==> config.mk <==
export PLATFORM = sky130hd
export DESIGN_NAME = seven_segment_frame_display
export DESIGN_NICKNAME = d
export VERILOG_FILES = /design/src/rtl/seven_segment_frame_display.sv
export SDC_FILE = /design/constraint.sdc
export NUM_CORES = 1
export LEC_CHECK = 0
export ABC_AREA = 1
export ABC_CLOCK_PERIOD_IN_PS = 3000
export CELL_PAD_IN_SITES_DETAIL_PLACEMENT = 1
export CELL_PAD_IN_SITES_GLOBAL_PLACEMENT = 1
export CORE_ASPECT_RATIO = 0.75
export CORE_MARGIN = 4
export CORE_UTILIZATION = 40
export CTS_BUF_LIST = sky130_fd_sc_hd__clkbuf_8
export DETAILED_ROUTE_END_ITERATION = 10
export PLACE_DENSITY_LB_ADDON = 0.1
export SLEW_MARGIN = 5
export SYNTH_ARGS = -nofsm -noshare
export SYNTH_HDL_FRONTEND = slang
export SYNTH_SLANG_ARGS = --single-unit
==> constraint.sdc <==
create_clock -name clk -period 3 [get_ports clk]
set_input_delay 0.6 -clock clk [delete_from_list [all_inputs] [get_ports clk]]
set_output_delay 0.6 -clock clk [all_outputs]
set_load 0.005 [all_outputs]
==> src/rtl/seven_segment_frame_display.sv <==
// seven_segment_frame_display
//   Captures received frames into a circular history buffer and renders either
//   the channel number or a selected history frame (binary, hex or decimal) on
//   NUM_DIGITS nibble digits for the 7-segment scan multiplexer.
// Ports:
//   clk, rst     - system clock, synchronous active-high reset
//   frame_valid  - one-cycle strobe, frame captured when high
//   frame        - received frame value
//   channel      - current channel number
//   mode         - 0 channel, 1 binary, 2 hex, 3 decimal
//   hist_sel     - history entry to show, 0 = newest
//   digit        - digit nibbles, digit 0 least significant (4'hF when blank)
//   blank        - per-digit blank flag
//   en_dot       - per-digit decimal point (top = overflow, bit 0 = stale entry)
//   conv_busy    - decimal conversion in progress
module seven_segment_frame_display #(
  parameter int NUM_DIGITS = 8,
  parameter int FRAME_W    = 9,
  parameter int CH_W       = 2,
  parameter int HIST_DEPTH = 4
) (
  input  logic                          clk,
  input  logic                          rst,
  input  logic                          frame_valid,
  input  logic [FRAME_W-1:0]            frame,
  input  logic [CH_W-1:0]               channel,
  input  logic [1:0]                    mode,
  input  logic [$clog2(HIST_DEPTH)-1:0] hist_sel,
  output logic [NUM_DIGITS*4-1:0]       digit,
  output logic [NUM_DIGITS-1:0]         blank,
  output logic [NUM_DIGITS-1:0]         en_dot,
  output logic                          conv_busy
);

  localparam int SEL_W  = $clog2(HIST_DEPTH);
  localparam int CNT_W  = $clog2(HIST_DEPTH + 1);
  localparam int DW     = 4 * NUM_DIGITS;
  localparam int EXT_W  = (FRAME_W > DW) ? FRAME_W : DW;
  localparam int ITER_W = $clog2(FRAME_W + 1);
  localparam logic [CNT_W-1:0]  FULL = CNT_W'(HIST_DEPTH);
  localparam logic [ITER_W-1:0] LAST = ITER_W'(FRAME_W);

  typedef enum logic [1:0] {MODE_CHAN, MODE_BIN, MODE_HEX, MODE_DEC} mode_e;
  typedef enum logic {CONV_IDLE, CONV_RUN} conv_state_e;

  // History buffer
  logic [FRAME_W-1:0] hist_mem [HIST_DEPTH];
  logic [SEL_W-1:0]   wr_ptr;
  logic [CNT_W-1:0]   vcount, vcount_nxt;
  logic [SEL_W-1:0]   rd_idx;
  logic [FRAME_W-1:0] sel_val;
  logic               sel_ok;
  logic               stale;

  // Registered outputs / converter state
  conv_state_e         state_q, state_nxt;
  logic [DW-1:0]       digit_nxt;
  logic [NUM_DIGITS-1:0] blank_nxt, en_dot_nxt;
  logic                busy_nxt;
  logic [FRAME_W-1:0]  bin_q, bin_nxt;
  logic [DW-1:0]       bcd_q, bcd_nxt;
  logic [ITER_W-1:0]   iter_q, iter_nxt;
  logic                ovf_q, ovf_nxt;
  logic                stale_q, stale_nxt;
  logic [1:0]          prev_mode;
  logic [SEL_W-1:0]    prev_sel;

  mode_e cur_mode;
  assign cur_mode = mode_e'(mode);

  // Leading-zero mask: digits above the most significant non-zero one are
  // blanked; digit 0 is never blanked.
  function automatic logic [NUM_DIGITS-1:0] lz_mask(input logic [DW-1:0] d);
    logic seen;
    lz_mask = '0;
    seen = 1'b0;
    for (int unsigned k = 0; k < NUM_DIGITS - 1; k++) begin
      if (d[4*(NUM_DIGITS-1-k) +: 4] != 4'h0) seen = 1'b1;
      lz_mask[NUM_DIGITS-1-k] = !seen;
    end
  endfunction

  function automatic logic [DW-1:0] apply_blank(input logic [DW-1:0] d,
                                                input logic [NUM_DIGITS-1:0] m);
    apply_blank = d;
    for (int unsigned i = 0; i < NUM_DIGITS; i++)
      if (m[i]) apply_blank[4*i +: 4] = 4'hF;
  endfunction

  // Selected entry with same-edge bypass: when a frame is being written, the
  // history is viewed as if the write had already happened.
  always_comb begin
    vcount_nxt = (frame_valid && vcount != FULL) ? vcount + CNT_W'(1) : vcount;
    rd_idx     = frame_valid ? wr_ptr - hist_sel : wr_ptr - SEL_W'(1) - hist_sel;
    sel_val    = (frame_valid && hist_sel == '0) ? frame : hist_mem[rd_idx];
    sel_ok     = CNT_W'(hist_sel) < vcount_nxt;
    stale      = hist_sel != '0;
  end

  // Binary and hex renderings
  logic [EXT_W-1:0]      val_ext;
  logic [DW-1:0]         hex_d, bin_d;
  logic [NUM_DIGITS-1:0] hex_blank, bin_blank;
  logic                  hex_ovf, bin_ovf;

  always_comb begin
    val_ext   = EXT_W'(sel_val);
    hex_d     = val_ext[DW-1:0];
    hex_blank = lz_mask(hex_d);
    hex_ovf   = 1'b0;
    for (int unsigned b = DW; b < EXT_W; b++) hex_ovf = hex_ovf | val_ext[b];
    bin_d     = '0;
    bin_blank = '0;
    for (int unsigned i = 0; i < NUM_DIGITS; i++) begin
      bin_d[4*i +: 4] = {3'b000, val_ext[i]};
      bin_blank[i]    = (i >= FRAME_W);
    end
    bin_ovf = 1'b0;
    for (int unsigned b = NUM_DIGITS; b < EXT_W; b++) bin_ovf = bin_ovf | val_ext[b];
  end

  // One double-dabble iteration; a carry out of the top BCD digit means the
  // value has more decimal digits than the display.
  logic [DW-1:0]      bcd_adj, bcd_step;
  logic [FRAME_W-1:0] bin_step;
  logic               step_carry;

  always_comb begin
    for (int unsigned i = 0; i < NUM_DIGITS; i++)
      bcd_adj[4*i +: 4] = (bcd_q[4*i +: 4] >= 4'd5) ? bcd_q[4*i +: 4] + 4'd3
                                                     : bcd_q[4*i +: 4];
    step_carry = bcd_adj[DW-1];
    bcd_step   = {bcd_adj[DW-2:0], bin_q[FRAME_W-1]};
    bin_step   = bin_q << 1;
  end

  logic trigger;
  assign trigger = (cur_mode == MODE_DEC) &&
                   (prev_mode != MODE_DEC || frame_valid || hist_sel != prev_sel);

  // Next-state and output logic
  always_comb begin
    state_nxt  = state_q;
    digit_nxt  = digit;
    blank_nxt  = blank;
    en_dot_nxt = en_dot;
    busy_nxt   = conv_busy;
    bin_nxt    = bin_q;
    bcd_nxt    = bcd_q;
    iter_nxt   = iter_q;
    ovf_nxt    = ovf_q;
    stale_nxt  = stale_q;

    if (cur_mode != MODE_DEC) begin
      state_nxt  = CONV_IDLE;
      busy_nxt   = 1'b0;
      digit_nxt  = '1;
      blank_nxt  = '1;
      en_dot_nxt = '0;
      if (cur_mode == MODE_CHAN) begin
        digit_nxt[3:0] = 4'(channel);
        blank_nxt[0]   = 1'b0;
      end else if (sel_ok) begin
        if (cur_mode == MODE_BIN) begin
          blank_nxt = bin_blank;
          digit_nxt = apply_blank(bin_d, bin_blank);
          en_dot_nxt[NUM_DIGITS-1] = bin_ovf;
        end else begin
          blank_nxt = hex_blank;
          digit_nxt = apply_blank(hex_d, hex_blank);
          en_dot_nxt[NUM_DIGITS-1] = hex_ovf;
        end
        en_dot_nxt[0] = stale;
      end
    end else if (!sel_ok) begin
      state_nxt  = CONV_IDLE;
      busy_nxt   = 1'b0;
      digit_nxt  = '1;
      blank_nxt  = '1;
      en_dot_nxt = '0;
    end else if (trigger) begin
      // Restart keeps conv_busy as it was; displayed digits hold.
      state_nxt = CONV_RUN;
      bin_nxt   = sel_val;
      bcd_nxt   = '0;
      iter_nxt  = '0;
      ovf_nxt   = 1'b0;
      stale_nxt = stale;
    end else if (state_q == CONV_RUN) begin
      if (iter_q == LAST) begin
        state_nxt  = CONV_IDLE;
        busy_nxt   = 1'b0;
        blank_nxt  = lz_mask(bcd_q);
        digit_nxt  = apply_blank(bcd_q, lz_mask(bcd_q));
        en_dot_nxt = '0;
        en_dot_nxt[NUM_DIGITS-1] = ovf_q;
        en_dot_nxt[0]            = stale_q;
      end else begin
        busy_nxt = 1'b1;
        bcd_nxt  = bcd_step;
        bin_nxt  = bin_step;
        iter_nxt = iter_q + ITER_W'(1);
        ovf_nxt  = ovf_q | step_carry;
      end
    end
  end

  always_ff @(posedge clk) begin
    if (!rst && frame_valid) hist_mem[wr_ptr] <= frame;
  end

  always_ff @(posedge clk) begin
    if (rst) begin
      wr_ptr    <= '0;
      vcount    <= '0;
      state_q   <= CONV_IDLE;
      digit     <= '1;
      blank     <= '1;
      en_dot    <= '0;
      conv_busy <= 1'b0;
      bin_q     <= '0;
      bcd_q     <= '0;
      iter_q    <= '0;
      ovf_q     <= 1'b0;
      stale_q   <= 1'b0;
      prev_mode <= MODE_CHAN;
      prev_sel  <= '0;
    end else begin
      if (frame_valid) wr_ptr <= wr_ptr + SEL_W'(1);
      vcount    <= vcount_nxt;
      state_q   <= state_nxt;
      digit     <= digit_nxt;
      blank     <= blank_nxt;
      en_dot    <= en_dot_nxt;
      conv_busy <= busy_nxt;
      bin_q     <= bin_nxt;
      bcd_q     <= bcd_nxt;
      iter_q    <= iter_nxt;
      ovf_q     <= ovf_nxt;
      stale_q   <= stale_nxt;
      prev_mode <= mode;
      prev_sel  <= hist_sel;
    end
  end

endmodule

Yosys cells after proc, flatten, opt, wreduce, memory -nomap -nowiden
Memories as Yosys holds them, arrays and structs flattened.
Cells that the tools add are included.
W data, S select, Z words.

storage, ports and cells
  memories kept = 1
  bits of input ports = 18
  logic and storage cells = 195
  RAM bits = 36
  bits in registers = 100

operators by class
  muxes and demuxes = 109
  reduce and logical (&&, ||, !) cells = 33
  magnitude comparators = 9
  add/sub/neg operators = 14
  bitwise gates (word level) = 4
  equal/unequal tests = 11

memories
  name      words  bits a word  read ports  clocked after Yosys merged registers in  write ports  line  source
  hist_mem  4      9            1           0                                        1            47    logic [FRAME_W-1:0] hist_mem [HIST_DEPTH];

operators by type and width
  operator               count
  $mux W32               10
  $mux W8                12
  $mux W4                21
  $mux W1                58
  $mux W9                4
  $add A4 B2 Y4 const B  8
  $ge A4 B3 Y1 const B   8
  $reduce_bool A4 Y1     8
  $mux W28               1
  $logic_not A1 Y1       10
  $mux W7                1
  $ne A2 B2 Y1 const B   3
  $ne A3 B1 Y1 const B   2
  $reduce_and A3 Y1      2
  $add A4 B1 Y4 const B  1
  $eq A4 B4 Y1 const B   1
  $logic_and A1 B1 Y1    4
  $logic_not A2 Y1       2
  $reduce_and A4 Y1      1
  $reduce_bool A2 Y1     2
  $sub A2 B2 Y2          2
  $add A3 B1 Y3 const B  1
  $lt A2 B3 Y1           1
  $mux W3                1
  13 further kinds       16

Logic depth before layout (Yosys ltp)
Gate-level depths: netlist of run 1.

  depth after elaboration = 49
  depth in mapped cells = 18
  gate-level depth less buffers = 18

Worst setup path before layout of run 1
Ideal clock, no wire load.

  path kind = input-to-reg
  start = input port frame_valid
  end = register blank[2]
  path slack = 724 ps
  stages on the path = 12
  data arrival time = 2,156 ps
  library setup time = 121 ps
  data required time = 2,879 ps
  cell sequence = inv_2 a21oi_2 inv_1 o21ai_0 ha_1 nand3_2 nand2_4 buf_6 nor3_4 o21ai_2 a21oi_2 nand2_1

on the way
  cells in the longest elaborated chain, start to end = 9
  elaborated cells between the ends (all ways) = 21
  classes of those cells = order compare (1); eq/ne (3); mux (9); reduce/logical (7); memory (1)

RTL lines
  element               line  source
  start, declared       24    input logic frame_valid,
  $mux W2               94    rd_idx = frame_valid ? wr_ptr - hist_sel : wr_ptr - SEL_W'(1) - hist_sel;
  $mem_v2 Z4 W9         -
  $mux W9               95    sel_val = (frame_valid && hist_sel == '0) ? frame : hist_mem[rd_idx];
  $mux W1               78    if (d[4*(NUM_DIGITS-1-k) +: 4] != 4'h0) seen = 1'b1;
  $logic_not A1 Y1      79    lz_mask[NUM_DIGITS-1-k] = !seen;
  $mux W8               164   if (cur_mode == MODE_BIN) begin
  $mux W8               163   end else if (sel_ok) begin
  $mux W7               160   if (cur_mode == MODE_CHAN) begin
  $mux W8               154   if (cur_mode != MODE_DEC) begin
  end signal, assigned  233   blank <= blank_nxt;
  end, declared         30    output logic [NUM_DIGITS-1:0] blank,

Parallel ways exist; a longest one is shown, timed or not.
A chain may end at the register's enable or synchronous reset.

Final worst setup path of run 1
  start = input port frame_valid
  end = register digit[23]

on the way
  cells in the longest elaborated chain, start to end = 6
  elaborated cells between the ends (all ways) = 14
  classes of those cells = order compare (1); eq/ne (3); mux (5); reduce/logical (5)

RTL lines
  element               line  source
  $logic_and A1 B1 Y1   93    vcount_nxt = (frame_valid && vcount != FULL) ? vcount + CNT_W'(1) : vcount;
  $mux W3               93
  $lt A2 B3 Y1          96    sel_ok = CNT_W'(hist_sel) < vcount_nxt;
  $mux W32              163
  $mux W28              160
  $mux W32              154
  end signal, assigned  232   digit <= digit_nxt;
  end, declared         29    output logic [NUM_DIGITS*4-1:0] digit,

Parallel ways exist; a longest one is shown, timed or not.

==> results_dict.tcl, run 1 <==
set metrics [dict create \
    status "completed" \
    dr_wl_met2_microns 9810 \
    synth_flop_cell "dfxtp_1" \
    yosysMostFrequentCell "nand2_1" \
    viasPerCell 5.31 \
    synth_edf_count 36 \
    fmax_mhz 376 \
    start_util_pct 41.1 \
    arrival_ns 3.01 \
    core_sq_um 17000 \
    grt_max_degree 47 \
    ys_ff_latch 136 \
    tightest_slew_ns 0.716 \
    slowest_stage "clkdlybuf4s50_1" \
    ios 67 \
    fin_skew_ns 0.0159 \
    final_cells 1223 \
    cts_max_level 4 \
    multi_input_area_sq_um 3320 \
    antenna_found_initial 0 \
    worstSetupEndpointType "flip-flop" \
    die_w_microns 160 \
    slowest_delay_ns 0.50 \
    ant_nets 0 \
    vias 6492 \
    wl_microns 22800 \
    n_antenna_cell 0 \
    dp_hpwl_microns 17100 \
    seq_area_sq_um 3080 \
    drv_slew 0 \
    grt_pass1_wl_microns 36400 \
    startpoint_type "primary input" \
    clkSinkCount 136 \
    rows 41 \
    finalSetupViolCount 0 \
    fill_cells 2070 \
    clockBufferDepth 2 \
    synth_common_cells "nand2_1, dfxtp_1, o21ai_0" \
    cp_cell_sequence "clkdlybuf4s50_1 > inv_2 > a21oi_2 > inv_1 > o21ai_0 > ha_1 > nand3_2 > nand2_4 > buf_12 > inv_2 > nand2_2 > nand2_1 > o21ai_1 > nand2_1 > nand3_1" \
    dp_slack_ns -0.131 \
    overflow 0 \
    dr_wl_met3_microns 1240 \
    seq_area_frac_synth_pct 44.2 \
    cts_buffers 17 \
    postCtsHoldBufs 0 \
    cp_num_buf_inv 5 \
    layout.nets 1025 \
    ys.warnings.count 0 \
    die_h_microns 122 \
    cp_max_fo 10 \
    dpl.cell_count 1191 \
    cts_tree "yes" \
    synthArstFlopShare_pct 0 \
    clkLatencyLatePin_ns 0.47 \
    crit_type "primary input to flip-flop" \
    groute.usage.overall_pct 23.7 \
    wire_per_inst_microns 18.6 \
    synth.cell_area_sq_um 6970 \
    critical-path-top-delay-family "buffers and inverters" \
    leakagePower_nw 3.54 \
    dr.pass1.iters 5 \
    min_period_over_period_pct 88.8 \
    drtIter0Drc 464 \
    maxCapViolCount 0 \
    max_slew_margin_pct 52.3 \
    rsz0062_at_grt "false" \
    yosysTopAreaCell "dfxtp_1" \
    netlist_instances 880 \
    hold_viol 0 \
    synth_top_area_share_pct 28.7 \
    cts_setup_buffers 0 \
    die-area_sq_um 19600 \
    finalCriticalPeriod_ns 2.66 \
    cts-resized-gates 0 \
    utilization_pct 50.4 \
    gp_congestion 0.879 \
    root_buffer "clkbuf_8" \
    worst_slack_ns 0.337 \
    p_per_area_nw_per_um2 539 \
    hold_class "flip-flop to flip-flop" \
    drive_gt1_share_pct 12.5 \
    port_buffers 60 \
    highest_layer "met4" \
    r2r_slack_ns 0.35 \
    grt_pass1_vias 6626 \
    syn_to_final_growth_pct 22.7 \
    path_clk_slew_ns 0.08 \
    yosys-top-cells-area "dfxtp_1, edfxtp_1, nand2_1, o21ai_0, ha_1" \
    ys_types 47 \
    drc 0 \
    m1WireLength_microns 11400 \
    avgSynthCellArea_sq_um 7.92 \
    crit_required_ns 3.34 \
    peakVddDrop_uv 257 \
]
## layer usage
metal	up-vias	GRT usage, %
met5	-	0
met4	0	6.93
met3	28	5.07
met2	157	35.5
met1	3186	34.6
li1	3121	-
## metrics by stage
stage	setup TNS (ns)	power, W	hold WS (ns)	cell area [sq um]
after global placement	-0.231	0.00301	0.434	8150
final	0	0.00461	0.458	8560
after floorplan	0	0.00257	0.424	6990
after CTS	0	0.00466	0.463	8560
after detailed placement	-2.24	0.00305	0.452	8150
after global routing	0	0.00485	0.485	8560
## state kept, by name, indices dropped and copies added (netlist names)
register / cells
ovf_q: 1
hist_mem: 36
conv_busy: 1
prev_mode: 2
bin_q: 9
blank: 8
iter_q: 4
vcount: 3
en_dot: 2
digit: 32
stale_q: 1
bcd_q: 32
prev_sel: 2
state_q: 1
wr_ptr: 2
## layout by cell type, fill, tap and decap left out, types with 7 or more instances in the layout
master / instances
o211ai_1: 10
clkdlybuf4s50_1: 59
buf_12: 7
nand2_1: 191
nor2_1: 58
clkbuf_8: 18
a211oi_1: 7
ha_1: 33
buf_4: 45
dfxtp_1: 100
o21ai_1: 9
edfxtp_1: 36
o21ai_0: 98
inv_1: 95
xor2_1: 10
a21oi_1: 54
nand3_1: 70
a211oi_2: 19
## path summary, 6_finish.rpt
check        cells past startpoint        start         to
max                             15  frame_valid  digit[23]
min                              2        ovf_q      ovf_q
max reg2reg                     15    vcount[0]  digit[23]
min reg2reg                      2        ovf_q      ovf_q
## worst min-delay path, stage by stage (launching register included)
cell,delay [ns]
dfxtp_1,0.32
inv_1,0.05
a21oi_1,0.05
## power by group
group	switching, W	internal, W
clock	0.000812	0.000780
combinational	0.000576	0.000397
sequential	0.0000643	0.00198
## cell families (layout without fill, tap and decap cells)
group                    count (synthesis)  count (layout)  synth area share [%]
AO/OA/AOI/OAI                          209             209                  18.2
flip-flops                             136             136                  44.2
adder cells (fa/ha/maj)                 33              33                  5.92
buffers and inverters                  142             244                  8.40
multiplexers                             3               3                 0.431
AND/OR/NAND/NOR                        345             345                  21.4
other                                    1               6                0.0538
XOR/XNOR                                11              11                  1.38
## cell type report
| cell class | count | area share, % |
|---|---|---|
| Clock buffer | 18 | 2.90 |
| Sequential cell | 136 | 36.0 |
| Clock inverter | 14 | 1.87 |
| Multi-Input combinational cell | 607 | 38.8 |
| Tap cell | 236 | 3.45 |
| Timing Repair Buffer | 112 | 12.5 |
| Inverter | 100 | 4.39 |
No activity file was read; power rests on OpenSTA's default activity.
==> inputs of run 2 (changes only) <==
Settings changed: ABC_AREA 1 to unset.
==> run 2 against run 1 <==
  * Cell area shrank 0.34%
  * Clock skew decreased by 0.0016 ns
  * Non-clock buffer count up 16
  * Hold slack lost 0.022 ns
  * Global-route usage is 0.71 points lower
  * Critical path type unchanged
  * Utilization increased by 0.44 points
  * Die area is 2.2% lower
  * Area after synthesis decreased by 2.4%
==> results_dict.tcl, run 2 <==
set metrics [dict create \
    grt_max_degree 41 \
    cts_tree "yes" \
    dp_hpwl_microns 15700 \
    dp_slack_ns -0.389 \
    gp_congestion 0.859 \
    tightest_slew_ns 0.594 \
    arrival_ns 3.27 \
    die-area_sq_um 19200 \
    cts_buffers 17 \
    final_common_cell "dfxtp_1" \
    maxCapViolCount 0 \
    max_slew_margin_pct 60.1 \
    finalCriticalPeriod_ns 2.95 \
    dr.pass1.iters 5 \
    groute.usage.overall_pct 23.0 \
    worst_slack_ns 0.0528 \
    drive_gt1_share_pct 16.3 \
    synth_common_cells "dfxtp_1, a21oi_1, nor2_1" \
    syn_to_final_growth_pct 25.3 \
    status "completed" \
    finalSetupViolCount 0 \
    n_antenna_cell 0 \
    seq_area_frac_synth_pct 45.3 \
    yosysTopAreaCell "dfxtp_1" \
    min_period_over_period_pct 98.2 \
    ys_types 72 \
    fin_skew_ns 0.0143 \
    grt_pass1_wl_microns 34000 \
    viasPerCell 5.58 \
    clkSinkCount 136 \
    crit_required_ns 3.33 \
    synth_top_area_share_pct 29.4 \
    top_register "hist_mem" \
    clkLatencyLatePin_ns 0.46 \
    grt_pass1_vias 6132 \
    ys_ff_latch 136 \
    hold_class "primary input to flip-flop" \
    startpoint_type "primary input" \
    layout_common_cells "dfxtp_1, a21oi_1, nor2_1, clkdlybuf4s50_1, buf_4" \
    netlist_instances 736 \
    largestRegisters "hist_mem: 36 flops, bcd_q: 32 flops, digit: 32 flops" \
    fmax_mhz 339 \
    die_w_microns 159 \
    hold_viol 0 \
    synth_flop_cell "dfxtp_1" \
    synth.cell_area_sq_um 6810 \
    start_util_pct 40.6 \
    worstSetupEndpointType "flip-flop" \
    wire_per_inst_microns 20.0 \
    synthArstFlopShare_pct 0 \
    overflow 0 \
    leakagePower_nw 3.22 \
    antenna_found_initial 0 \
    power_w 0.00459 \
    die_h_microns 121 \
    peakVddDrop_uv 305 \
    postCtsHoldBufs 0 \
    vias 5969 \
    port_buffers 60 \
    largest_reg_flops 36 \
    avgSynthCellArea_sq_um 9.25 \
    wl_microns 21400 \
    ios 67 \
    path_clk_slew_ns 0.08 \
    drv_slew 0 \
    p_per_area_nw_per_um2 538 \
    root_buffer "clkbuf_8" \
    synth_edf_count 36 \
    ys.warnings.count 0 \
    layout.nets 892 \
    ant_nets 0 \
    drtIter0Drc 403 \
    yosys-top-cells-area "dfxtp_1, edfxtp_1, a21oi_1, ha_1, nor2_1" \
    rows 41 \
    clockBufferDepth 2 \
    core_sq_um 16800 \
    cts_max_level 4 \
    rsz0062_at_grt "true" \
    crit_type "primary input to flip-flop" \
    yosysMostFrequentCell "dfxtp_1" \
    drc 0 \
    cp_max_fo 4 \
]
[run 2: changes by cell type after synthesis, sizes merged, moves of 9 or more]
cell    change
nor2       +12
nand2     -151
xnor2      +11
o21ai      -62
and2        +9
a211oi     -23
nand2b     +12
a21oi      +41
inv        -75
a31oi      +13
mux2i      +12
nor3       +51
a21o       +13
nand3      -51
[run 2: final cells by class]
cell class	count	area, sq um
clock buffer	18	248
clock inverter	14	195
fill	1912	8250
inverter	24	90.1
multi-input combinational	534	3440
sequential	136	3080
tap	215	269
timing repair buffer	128	1200
[run 2: what timing repair did]
action	in CTS	in global routing
setup endpoints to repair	0	37
setup buffers	0	2
gates resized for setup	0	11
[run 2: per-stage QoR]
step | cell area, sq um | instances | hold slack, ns | setup TNS, ns | utilization (%)
after global routing | 8530 | 1069 | 0.439 | -0.0602 | 50.8
after detailed placement | 8020 | 1035 | 0.437 | -24.46 | 47.8
final | 8530 | 1069 | 0.436 | 0 | 50.8
after global placement | 8020 | 1035 | 0.427 | -16.52 | 47.8
after floorplan | 6830 | 741 | 0.429 | 0 | -
after CTS | 8460 | 1067 | 0.408 | 0 | 50.4
[run 2: metal layers]
layer / global-route usage (%) / vias to the layer above / wire (microns)
met4: 6.23 / 0 / 269
li1: - / 2843 / -
met5: 0 / - / 0
met3: 4.60 / 21 / 1040
met1: 32.8 / 2960 / 10500
met2: 35.6 / 145 / 9620
[run 2: critical path, stage by stage]
cell and delay [ns]:
clkdlybuf4s50_1 0.48, a21boi_2 0.23, a21oi_1 0.12, ha_1 0.22, or3b_1 0.40, o22ai_4 0.17, nor2_1 0.10, buf_4 0.16
a21o_1 0.25, a221o_1 0.29, a21oi_1 0.14, o31ai_1 0.11
[run 2: cells by family after synthesis]
logic type,Yosys count,synth area share (%)
and+or+nand+nor,252,18.8
AOI/OAI and AO/OA,206,18.4
DFF,136,45.3
buffers and inverters,71,5.13
adders and majority gates,33,6.07
muxes,19,3.71
xor gates and xnor gates,18,2.59
other,1,0.0551
[run 2: report_power, final]
| part | switching, W | internal, W | total (W) |
|---|---|---|---|
| logic | 0.000451 | 0.000402 | 0.000852 |
| registers | 0.0000506 | 0.00196 | 0.00201 |
| clock network | 0.000794 | 0.000937 | 0.00173 |
[run 2: path summary, 6_finish.rpt]
| path | end | cells after the start | startpoint | slack, ns |
|---|---|---|---|---|
| max | digit[1] | 12 | frame_valid | 0.05 |
| min | bcd_q[0] | 2 | rst | 0.44 |
| max reg2reg | digit[1] | 13 | vcount[1] | 0.10 |
| min reg2reg | digit[23] | 2 | digit[23] | 0.45 |
